$ cat src/rtl/vga_pkg.sv
// vga_pkg: shared video definitions.
//   mode_t    : per-frame pattern selector encoding
//   BAR_RGB   : 8-entry colour-bar table, {R,G,B}, left to right
//   cnt_width : counter width needed to hold 0..period-1
package vga_pkg;

   typedef enum logic [1:0] {
      MODE_GRAD  = 2'd0,
      MODE_BARS  = 2'd1,
      MODE_CHECK = 2'd2,
      MODE_SOLID = 2'd3
   } mode_t;

   localparam logic [23:0] BAR_RGB [8] = '{
      24'hFFFFFF, 24'hFFFF00, 24'h00FFFF, 24'h00FF00,
      24'hFF00FF, 24'hFF0000, 24'h0000FF, 24'h000000
   };

   function automatic int unsigned cnt_width(input int unsigned period);
      return (period < 2) ? 1 : $clog2(period);
   endfunction

endpackage

$ cat src/rtl/vga_timing.sv
// vga_timing: free-running VGA raster counters and sync/active decode.
// Line and frame order are front porch, sync, back porch, active.
// Ports:
//   i_clk, i_rst : pixel clock, asynchronous active-high reset
//   o_hcnt       : pixel counter 0..HPERIOD-1
//   o_vcnt       : line counter 0..VPERIOD-1
//   o_hsync      : 1 while inside the horizontal sync pulse (logical)
//   o_vsync      : 1 while inside the vertical sync pulse (logical)
//   o_active     : 1 inside the active picture
//   o_eol        : last pixel of a line
//   o_eof        : last pixel of a frame
module vga_timing
   import vga_pkg::*;
#(
   parameter int unsigned HACTIVE = 640,
   parameter int unsigned HFRONT  = 16,
   parameter int unsigned HWIDTH  = 96,
   parameter int unsigned HBACK   = 48,
   parameter int unsigned VACTIVE = 480,
   parameter int unsigned VFRONT  = 10,
   parameter int unsigned VWIDTH  = 2,
   parameter int unsigned VBACK   = 33,
   localparam int unsigned HPERIOD = HACTIVE + HFRONT + HWIDTH + HBACK,
   localparam int unsigned VPERIOD = VACTIVE + VFRONT + VWIDTH + VBACK,
   localparam int unsigned HW      = cnt_width(HPERIOD),
   localparam int unsigned VW      = cnt_width(VPERIOD)
) (
   input  logic          i_clk,
   input  logic          i_rst,
   output logic [HW-1:0] o_hcnt,
   output logic [VW-1:0] o_vcnt,
   output logic          o_hsync,
   output logic          o_vsync,
   output logic          o_active,
   output logic          o_eol,
   output logic          o_eof
);

   localparam int unsigned HBLANK = HFRONT + HWIDTH + HBACK;
   localparam int unsigned VBLANK = VFRONT + VWIDTH + VBACK;

   logic [HW-1:0] r_hcnt;
   logic [VW-1:0] r_vcnt;
   logic          w_eol;
   logic          w_eof;

   assign w_eol = (r_hcnt == HW'(HPERIOD - 1));
   assign w_eof = w_eol && (r_vcnt == VW'(VPERIOD - 1));

   always_ff @(posedge i_clk or posedge i_rst) begin
      if (i_rst) begin
         r_hcnt <= '0;
         r_vcnt <= '0;
      end else if (w_eol) begin
         r_hcnt <= '0;
         r_vcnt <= w_eof ? '0 : r_vcnt + 1'b1;
      end else begin
         r_hcnt <= r_hcnt + 1'b1;
      end
   end

   assign o_hcnt   = r_hcnt;
   assign o_vcnt   = r_vcnt;
   assign o_hsync  = (r_hcnt >= HW'(HFRONT)) && (r_hcnt < HW'(HFRONT + HWIDTH));
   assign o_vsync  = (r_vcnt >= VW'(VFRONT)) && (r_vcnt < VW'(VFRONT + VWIDTH));
   assign o_active = (r_hcnt >= HW'(HBLANK)) && (r_vcnt >= VW'(VBLANK));
   assign o_eol    = w_eol;
   assign o_eof    = w_eof;

endmodule

$ cat src/rtl/pattern_gen_multi.sv
// pattern_gen_multi: VGA test-pattern generator with four per-frame patterns
// (gradient bands, colour bars, checkerboard, solid colour). All outputs are
// registered one cycle after the raster position that produces them.
// Ports:
//   CLK, RST     : pixel clock, asynchronous active-high reset
//   MODE         : pattern select, latched at end of frame
//   SOLID_RGB    : {R,G,B} for solid mode, latched at end of frame
//   VGA_R/G/B    : pixel colour, 0 outside the active picture
//   VGA_HS/VS    : sync outputs, asserted level SYNC_POL
//   VGA_DE       : data enable
//   FRAME_START  : one-cycle pulse aligned with the outputs of raster (0,0)
module pattern_gen_multi
   import vga_pkg::*;
#(
   parameter int unsigned HACTIVE    = 640,
   parameter int unsigned HFRONT     = 16,
   parameter int unsigned HWIDTH     = 96,
   parameter int unsigned HBACK      = 48,
   parameter int unsigned VACTIVE    = 480,
   parameter int unsigned VFRONT     = 10,
   parameter int unsigned VWIDTH     = 2,
   parameter int unsigned VBACK      = 33,
   parameter int unsigned HSIZE      = 64,
   parameter int unsigned VBANDS     = 4,
   parameter int unsigned CHECK_LOG2 = 5,
   parameter logic        SYNC_POL   = 1'b0
) (
   input  logic        CLK,
   input  logic        RST,
   input  logic [1:0]  MODE,
   input  logic [23:0] SOLID_RGB,
   output logic [7:0]  VGA_R,
   output logic [7:0]  VGA_G,
   output logic [7:0]  VGA_B,
   output logic        VGA_HS,
   output logic        VGA_VS,
   output logic        VGA_DE,
   output logic        FRAME_START
);

   localparam int unsigned HBLANK = HFRONT + HWIDTH + HBACK;
   localparam int unsigned VBLANK = VFRONT + VWIDTH + VBACK;
   localparam int unsigned HW     = cnt_width(HACTIVE + HBLANK);
   localparam int unsigned VW     = cnt_width(VACTIVE + VBLANK);
   localparam int unsigned HLOG   = $clog2(HSIZE);
   localparam int unsigned BARW   = HACTIVE / 8;
   localparam int unsigned LPB    = VACTIVE / VBANDS;
   localparam int unsigned BARPW  = cnt_width(BARW);
   localparam int unsigned LIBW   = cnt_width(LPB);
   localparam int unsigned BANDW  = (VBANDS > 4) ? $clog2(VBANDS) : 2;

   logic [HW-1:0]    w_hcnt;
   logic [VW-1:0]    w_vcnt;
   logic             w_hs, w_vs, w_active, w_eol, w_eof;

   mode_t            r_mode;
   logic [23:0]      r_solid;
   logic [2:0]       r_bar;
   logic [BARPW-1:0] r_barpix;
   logic [BANDW-1:0] r_band;
   logic [LIBW-1:0]  r_lib;

   logic [HLOG-1:0]  w_xm;
   logic             w_xbit, w_ybit;
   logic [7:0]       w_lvl;
   logic [23:0]      w_rgb;

   logic [23:0]      r_rgb;
   logic             r_hs, r_vs, r_de, r_fs;

   vga_timing #(
      .HACTIVE (HACTIVE),
      .HFRONT  (HFRONT),
      .HWIDTH  (HWIDTH),
      .HBACK   (HBACK),
      .VACTIVE (VACTIVE),
      .VFRONT  (VFRONT),
      .VWIDTH  (VWIDTH),
      .VBACK   (VBACK)
   ) u_timing (
      .i_clk    (CLK),
      .i_rst    (RST),
      .o_hcnt   (w_hcnt),
      .o_vcnt   (w_vcnt),
      .o_hsync  (w_hs),
      .o_vsync  (w_vs),
      .o_active (w_active),
      .o_eol    (w_eol),
      .o_eof    (w_eof)
   );

   // Controls change only on the last pixel of a frame, so a frame never tears.
   always_ff @(posedge CLK or posedge RST) begin
      if (RST) begin
         r_mode  <= MODE_GRAD;
         r_solid <= '0;
      end else if (w_eof) begin
         r_mode  <= mode_t'(MODE);
         r_solid <= SOLID_RGB;
      end
   end

   // Bar index tracks x without a divider: cleared on the pixel before x=0 so
   // it already reads 0 while x=0 is on the counters.
   always_ff @(posedge CLK or posedge RST) begin
      if (RST) begin
         r_bar    <= '0;
         r_barpix <= '0;
      end else if (w_hcnt == HW'(HBLANK - 1)) begin
         r_bar    <= '0;
         r_barpix <= '0;
      end else if (w_active) begin
         if (r_barpix == BARPW'(BARW - 1)) begin
            r_barpix <= '0;
            r_bar    <= r_bar + 1'b1;
         end else begin
            r_barpix <= r_barpix + 1'b1;
         end
      end
   end

   // Band index tracks y the same way, stepping at the end of each line so the
   // value is valid for the whole of the following line.
   always_ff @(posedge CLK or posedge RST) begin
      if (RST) begin
         r_band <= '0;
         r_lib  <= '0;
      end else if (w_eol) begin
         if (w_vcnt == VW'(VBLANK - 1)) begin
            r_band <= '0;
            r_lib  <= '0;
         end else if (w_vcnt >= VW'(VBLANK)) begin
            if (r_lib == LIBW'(LPB - 1)) begin
               r_lib  <= '0;
               r_band <= r_band + 1'b1;
            end else begin
               r_lib <= r_lib + 1'b1;
            end
         end
      end
   end

   assign w_xm   = HLOG'(w_hcnt - HW'(HBLANK));
   assign w_xbit = 1'((w_hcnt - HW'(HBLANK)) >> CHECK_LOG2);
   assign w_ybit = 1'((w_vcnt - VW'(VBLANK)) >> CHECK_LOG2);
   assign w_lvl  = 8'(w_xm) << (8 - HLOG);

   always_comb begin
      w_rgb = '0;
      if (w_active) begin
         case (r_mode)
            MODE_GRAD: begin
               case (r_band[1:0])
                  2'd0:    w_rgb = {w_lvl, w_lvl, w_lvl};
                  2'd1:    w_rgb = {w_lvl, 8'h00, 8'h00};
                  2'd2:    w_rgb = {8'h00, w_lvl, 8'h00};
                  default: w_rgb = {8'h00, 8'h00, w_lvl};
               endcase
            end
            MODE_BARS:  w_rgb = BAR_RGB[r_bar];
            MODE_CHECK: w_rgb = (w_xbit ^ w_ybit) ? '1 : '0;
            default:    w_rgb = r_solid;
         endcase
      end
   end

   always_ff @(posedge CLK or posedge RST) begin
      if (RST) begin
         r_rgb <= '0;
         r_de  <= 1'b0;
         r_fs  <= 1'b0;
         r_hs  <= ~SYNC_POL;
         r_vs  <= ~SYNC_POL;
      end else begin
         r_rgb <= w_rgb;
         r_de  <= w_active;
         r_fs  <= (w_hcnt == '0) && (w_vcnt == '0);
         r_hs  <= w_hs ? SYNC_POL : ~SYNC_POL;
         r_vs  <= w_vs ? SYNC_POL : ~SYNC_POL;
      end
   end

   assign VGA_R       = r_rgb[23:16];
   assign VGA_G       = r_rgb[15:8];
   assign VGA_B       = r_rgb[7:0];
   assign VGA_HS      = r_hs;
   assign VGA_VS      = r_vs;
   assign VGA_DE      = r_de;
   assign FRAME_START = r_fs;

endmodule

$ cat config.mk
export PLATFORM = sky130hd
export DESIGN_NAME = pattern_gen_multi
export DESIGN_NICKNAME = d
export VERILOG_FILES = /design/src/rtl/vga_pkg.sv /design/src/rtl/vga_timing.sv /design/src/rtl/pattern_gen_multi.sv
export SDC_FILE = /design/constraint.sdc
export NUM_CORES = 1
export LEC_CHECK = 0
export ABC_AREA = 1
export BUFFER_PORTS_ARGS = -buffer_cell sky130_fd_sc_hd__buf_2
export CORE_MARGIN = 2
export CORE_UTILIZATION = 40
export DETAILED_ROUTE_END_ITERATION = 16
export SLEW_MARGIN = 15
export SYNTH_ARGS = -nofsm -noshare
export SYNTH_HDL_FRONTEND = slang
export SYNTH_SLANG_ARGS = --single-unit
$ cat constraint.sdc
create_clock -name CLK -period 4.34 [get_ports CLK]
set_input_delay 1.302 -clock CLK [delete_from_list [all_inputs] [get_ports CLK]]
set_output_delay 1.302 -clock CLK [all_outputs]
set_load 0.005 [all_outputs]
* Word level (Yosys, flattened, before mapping)
Memories as Yosys holds them, arrays and structs flattened. Index checks and enable logic that the tools add are counted.
Word-level totals: ROM bits 192, output and inout port bits 28, word-level logic and storage cells 79, memories kept 1, register bits 93
Memories:
- (name not given) | depth 8, bits a word 24, read ports 1, clocked after Yosys merged registers in 0, wr ports 0, RTL line pattern_gen_multi.sv:160 | MODE_BARS: w_rgb = BAR_RGB[r_bar];
Operators by class: $lt $le $gt $ge 7, add/sub/neg operators 8, multiplexer cells 22, bitwise operators 2, equal/unequal tests 10, reductions and logical operators 16
Operators with widths (number):
- one-hot mux 24 bit (3 select lines) | 2
- 2-to-1 mux 24 bit | 4
- 2-to-1 mux 7 bit | 6
- adder 10 x 1 -> 10 bit, second input constant | 2
- equality test 10 bit, second input constant | 2
- zero test 10 bit | 2
- 2-to-1 mux 10 bit | 2
- adder 7 x 1 -> 7 bit, second input constant | 2
- equality test 7 bit, second input constant | 2
- subtractor 6 bit, second input constant | 2
- equality test 10 x 6 -> 1 bit, second input constant | 1
- equality test 10 x 8 -> 1 bit, second input constant | 1
- >= comparator 10 x 4 -> 1 bit, second input constant | 1
- >= comparator 10 x 5 -> 1 bit, second input constant | 1
- >= comparator 10 x 6 -> 1 bit, second input constant | 1
- >= comparator 10 x 8 -> 1 bit, second input constant | 1
- less-than comparator 10 x 4 -> 1 bit, second input constant | 1
- less-than comparator 10 x 7 -> 1 bit, second input constant | 1
- 2-to-1 mux 3 bit | 3
- nonzero test 2 bit | 4
- 2-to-1 mux 2 bit | 3
- logical AND 1 bit | 5
- equality test 2 x 1 -> 1 bit, second input constant | 2
- equality test 2 bit, second input constant | 2
- other kinds (9) | 12

* Depth between registers and ports, before layout
depth in word-level cells 6, mapped depth 12

* Cells and area by module
Synthesis repeated with hierarchy kept, for this count alone.
Second synthesis, totals: cells, all modules 630, area total of the unflattened synthesis 4914.7 µm²
By module, submodules not included:
- pattern_gen_multi | cells each 456, area each 3644.7 µm², instances 1
- vga_timing | cells each 174, area each 1270.0 µm², instances 1

* Worst setup path before layout
Ideal clock, no wire load.
kind reg-to-output, start register r_hs (netlist: VGA_HS), end output port VGA_HS, data required time 3.038 ns, path slack 2.537 ns, cell stages (with the launch flop) 1, arrival 0.501 ns, path buffers 0, cells stage by stage dfstp_2
RTL lines:
- start: declaration | RTL line pattern_gen_multi.sv:69 | logic r_hs, r_vs, r_de, r_fs;
- start signal: assignment | RTL line pattern_gen_multi.sv:172 | r_hs <= ~SYNC_POL;
- start signal: assignment | RTL line pattern_gen_multi.sv:178 | r_hs <= w_hs ? SYNC_POL : ~SYNC_POL;
- end: declaration | RTL line pattern_gen_multi.sv:35 | output logic VGA_HS,
No word-level cell between the ends.

* Worst setup path in the final report
start register u_timing.r_vcnt[0] (netlist: u_timing.o_vcnt[0]), end register r_rgb[17]
RTL lines:
- start: declaration | RTL line vga_timing.sv:43 | logic [VW-1:0] r_vcnt;
- start signal: assignment | RTL line vga_timing.sv:56 | r_vcnt <= w_eof ? '0 : r_vcnt + 1'b1;
- >= comparator 10 x 6 -> 1 bit | RTL line vga_timing.sv:66 | assign o_active = (r_hcnt >= HW'(HBLANK)) && (r_vcnt >= VW'(VBLANK));
- logical AND 1 bit | RTL line vga_timing.sv:66
- via u_timing.o_active | RTL line vga_timing.sv:34 | output logic o_active,
- 2-to-1 mux 24 bit | RTL line pattern_gen_multi.sv:150 | if (w_active) begin
- via w_rgb[17] | RTL line pattern_gen_multi.sv:66 | logic [23:0] w_rgb;
- end signal: assignment | RTL line pattern_gen_multi.sv:175 | r_rgb <= w_rgb;
- end: declaration | RTL line pattern_gen_multi.sv:68 | logic [23:0] r_rgb;
The timed path passes the listed nets, and every way through them passes these cells. A chain may end at the register's enable or synchronous reset.

==> run metrics <==
status=completed; Via Count=3999; Syn Nets=651; PortBufs=55; Skew-Pair Late Insertion Delay=0.35 ns; R2R depth=9; Root Driver=clkbuf_16; postcts setup bufs=0; Die ar.=0.0126 mm²; Syn Std Cell Area=0.00470 mm²; vias in the first global route=3946; crit path kind=reg2reg; grt ovf=0; vias per cell=4.96; Top delay family on crit path=simple AND/OR/NAND/NOR gates; Die Y=112 µm; die width=112 µm; Site Rows=39; Final Cycle Share=59.6%; hold slack=0.475 ns; Num CTS Buffers=9; max frequency=0.387 GHz; Core ar.=0.0114 mm²; Area growth syn-to-layout=15.2%; Internal=1390 µW; DRC viols=0; clk sinks=93; Critical path origin=u_timing.o_vcnt[0]; Comb pwr share=1.8%; Starting Density=41.1%; Routed WL per cell=13.4 µm; Worst R2R End=r_rgb[17]; CTS clock-pin slew for the worst setup and hold paths=0.06 ns; switching fraction of total power=20.5%; share of cells above drive strength 1=13.3%; Worst slew margin=41.7%; most frequent cells in the layout=178 x nand2_1, 91 x dfrtp_1, 80 x nor2_1; Mapped Avg Cell Area=7.69 µm²; post-synth cell types=27; DP Wirelength=7570 µm; CP cell instances=inv_1 > ha_1 > inv_1 > o211ai_1 > nand2_1 > nand2_1 > clkinv_1 > nand2_1 > nor2_1; DRT antenna net count=0; most used cell, CP=nand2_1; leakage power=0.00297 µW; Seq/Total Area, Yosys=49.6%; final setup violation count=0; YS warnings=0; CTS H-tree lvls=3; Multi-input gate area=0.00202 mm²; net load switching power=357 µW; Min Clock Period, post-route=2.58 ns; antenna violations before repair=0; # IOs=56; first-pass GRT wire length=18700 µm; Worst VDD drop=0.226 mV; # hold bufs at CTS=0; biggest cell delay along the critical path=0.52 ns; Least-Margin Pin Slew=0.872 ns; Pre-antenna DRT Iters=5; TritonCTS clock tree=done; RePlAce Congestion=0.858; Post-CTS Resized=0; Fin. Hold Viols=0; worst-case register-to-register setup slack=1.76 ns; worst r2r src=u_timing.o_vcnt[0]; Worst Setup Start Kind=flop; crit path max fanout=20; crit path DAT=2.81 ns; worst hold path class=reg2reg; Max Slew Vio Count=0; Nets=698; register area=0.00233 mm²; total of max-cap violations=0; crit path capture type=flop; Diodes inserted=0; Max stage delay cell, worst path=nand2_1; Routed WL=10800 µm; RSZ-0062 raised after global routing=no; post-synthesis register bit count=93; clock power share=48.4%; Clock Skews=0.0105 ns; Clock Path Buffers=2; Setup TNS=0 ns; Buf/Inv on CP=3; CP Depth=9; initial DRC count=327; Flop pwr share=49.7%; Filler cells=1136; Mapped Cells=611; power density cells=322 mW/mm²; worst setup path end=r_rgb[17]; largest net degree at the start of global routing=54; commonest non-fill, non-tap cell in the layout=nand2_1; total track usage=18.3%; Req. time, crit path=4.56 ns
tightest hold or removal path, cell delays in order (launching register included):
cell     delay (ns)
dfrtp_1        0.34
nand2_1        0.06
nand2_1        0.04
flip-flops by register name, indices dropped and copies added, names as in the netlist, 2 cells and up:
name and cells:
r_band 2, r_bar 3, r_barpix 7, r_lib 7, r_mode 2, r_rgb 24
r_solid 24, u_timing.o_hcnt 10, u_timing.o_vcnt 10
worst min path at each step:
stage | to | depth (start not counted) | startpoint
after floorplan | r_solid[0] | 2 | r_solid[0]
after global placement | r_solid[0] | 2 | r_solid[0]
after detailed placement | r_solid[0] | 2 | r_solid[0]
after CTS | r_solid[0] | 2 | r_solid[0]
after global routing | r_solid[1] | 2 | r_solid[1]
final | r_solid[1] | 2 | r_solid[1]
stage by stage:
step	instance area (µm²)	utilization (%)	power [µW]	setup WS, ns	instances
after floorplan	4700	-	896	0.621	611
after global placement	5090	44.6	917	1.64	790
after detailed placement	5090	44.6	917	1.56	790
after CTS	5410	47.4	1770	1.57	806
after global routing	5410	47.4	1800	1.47	806
final	5410	47.4	1740	1.76	806
layer usage:
metal | track usage [%] | wire [µm]
met5 | 0 | 0
met4 | 5.93 | 153
met3 | 4.16 | 480
met2 | 30.1 | 5000
met1 | 24.2 | 5130
layout make-up:
class / count / area share [%]
inverter: 68 / 4.74
timing repair buffer: 58 / 5.73
tap: 143 / 3.31
clock buffer: 11 / 4.30
multi-input combinational: 428 / 37.3
sequential: 93 / 43.1
clock inverter: 5 / 1.53
cells by family after synthesis:
| family | Yosys count | share of synthesized area [%] |
|---|---|---|
| buffers and inverters | 90 | 7.54 |
| AO/OA/AOI/OAI | 30 | 3.33 |
| AND/OR/NAND/NOR | 375 | 34.3 |
| adder cells (fa/ha/maj) | 12 | 3.20 |
| XOR/XNOR | 11 | 2.05 |
| flip-flops | 93 | 49.6 |
power by group through the flow:
stage,Combinational [µW],Clock [µW],Sequential (µW)
after detailed placement,33.8,0,883
after global placement,33.6,0,883
final,31.8,844,867
after floorplan,12.6,0,883
after global routing,37.0,901,866
after CTS,33.8,867,866
synth_stat cells, drive strengths merged:
library cell    n  area, µm²
a21oi           3       15.0
a31oi           1       6.26
buf            14       68.8
clkbuf          8       30.0
clkinv          2       7.51
dfrtp          91       2280
dfstp           2       52.6
ha             12        150
inv            66        248
nand2         179        672
nand3          76        380
nand3b          3       22.5
nand4          15       93.8
nor2           81        307
nor3           11       71.3
nor4            2       12.5
o211ai          1       7.51
o21ai          24        120
o21bai          1       7.51
or2             8       50.1
xor2           11       96.3
Note: power is estimated with default switching activity, not from simulation.
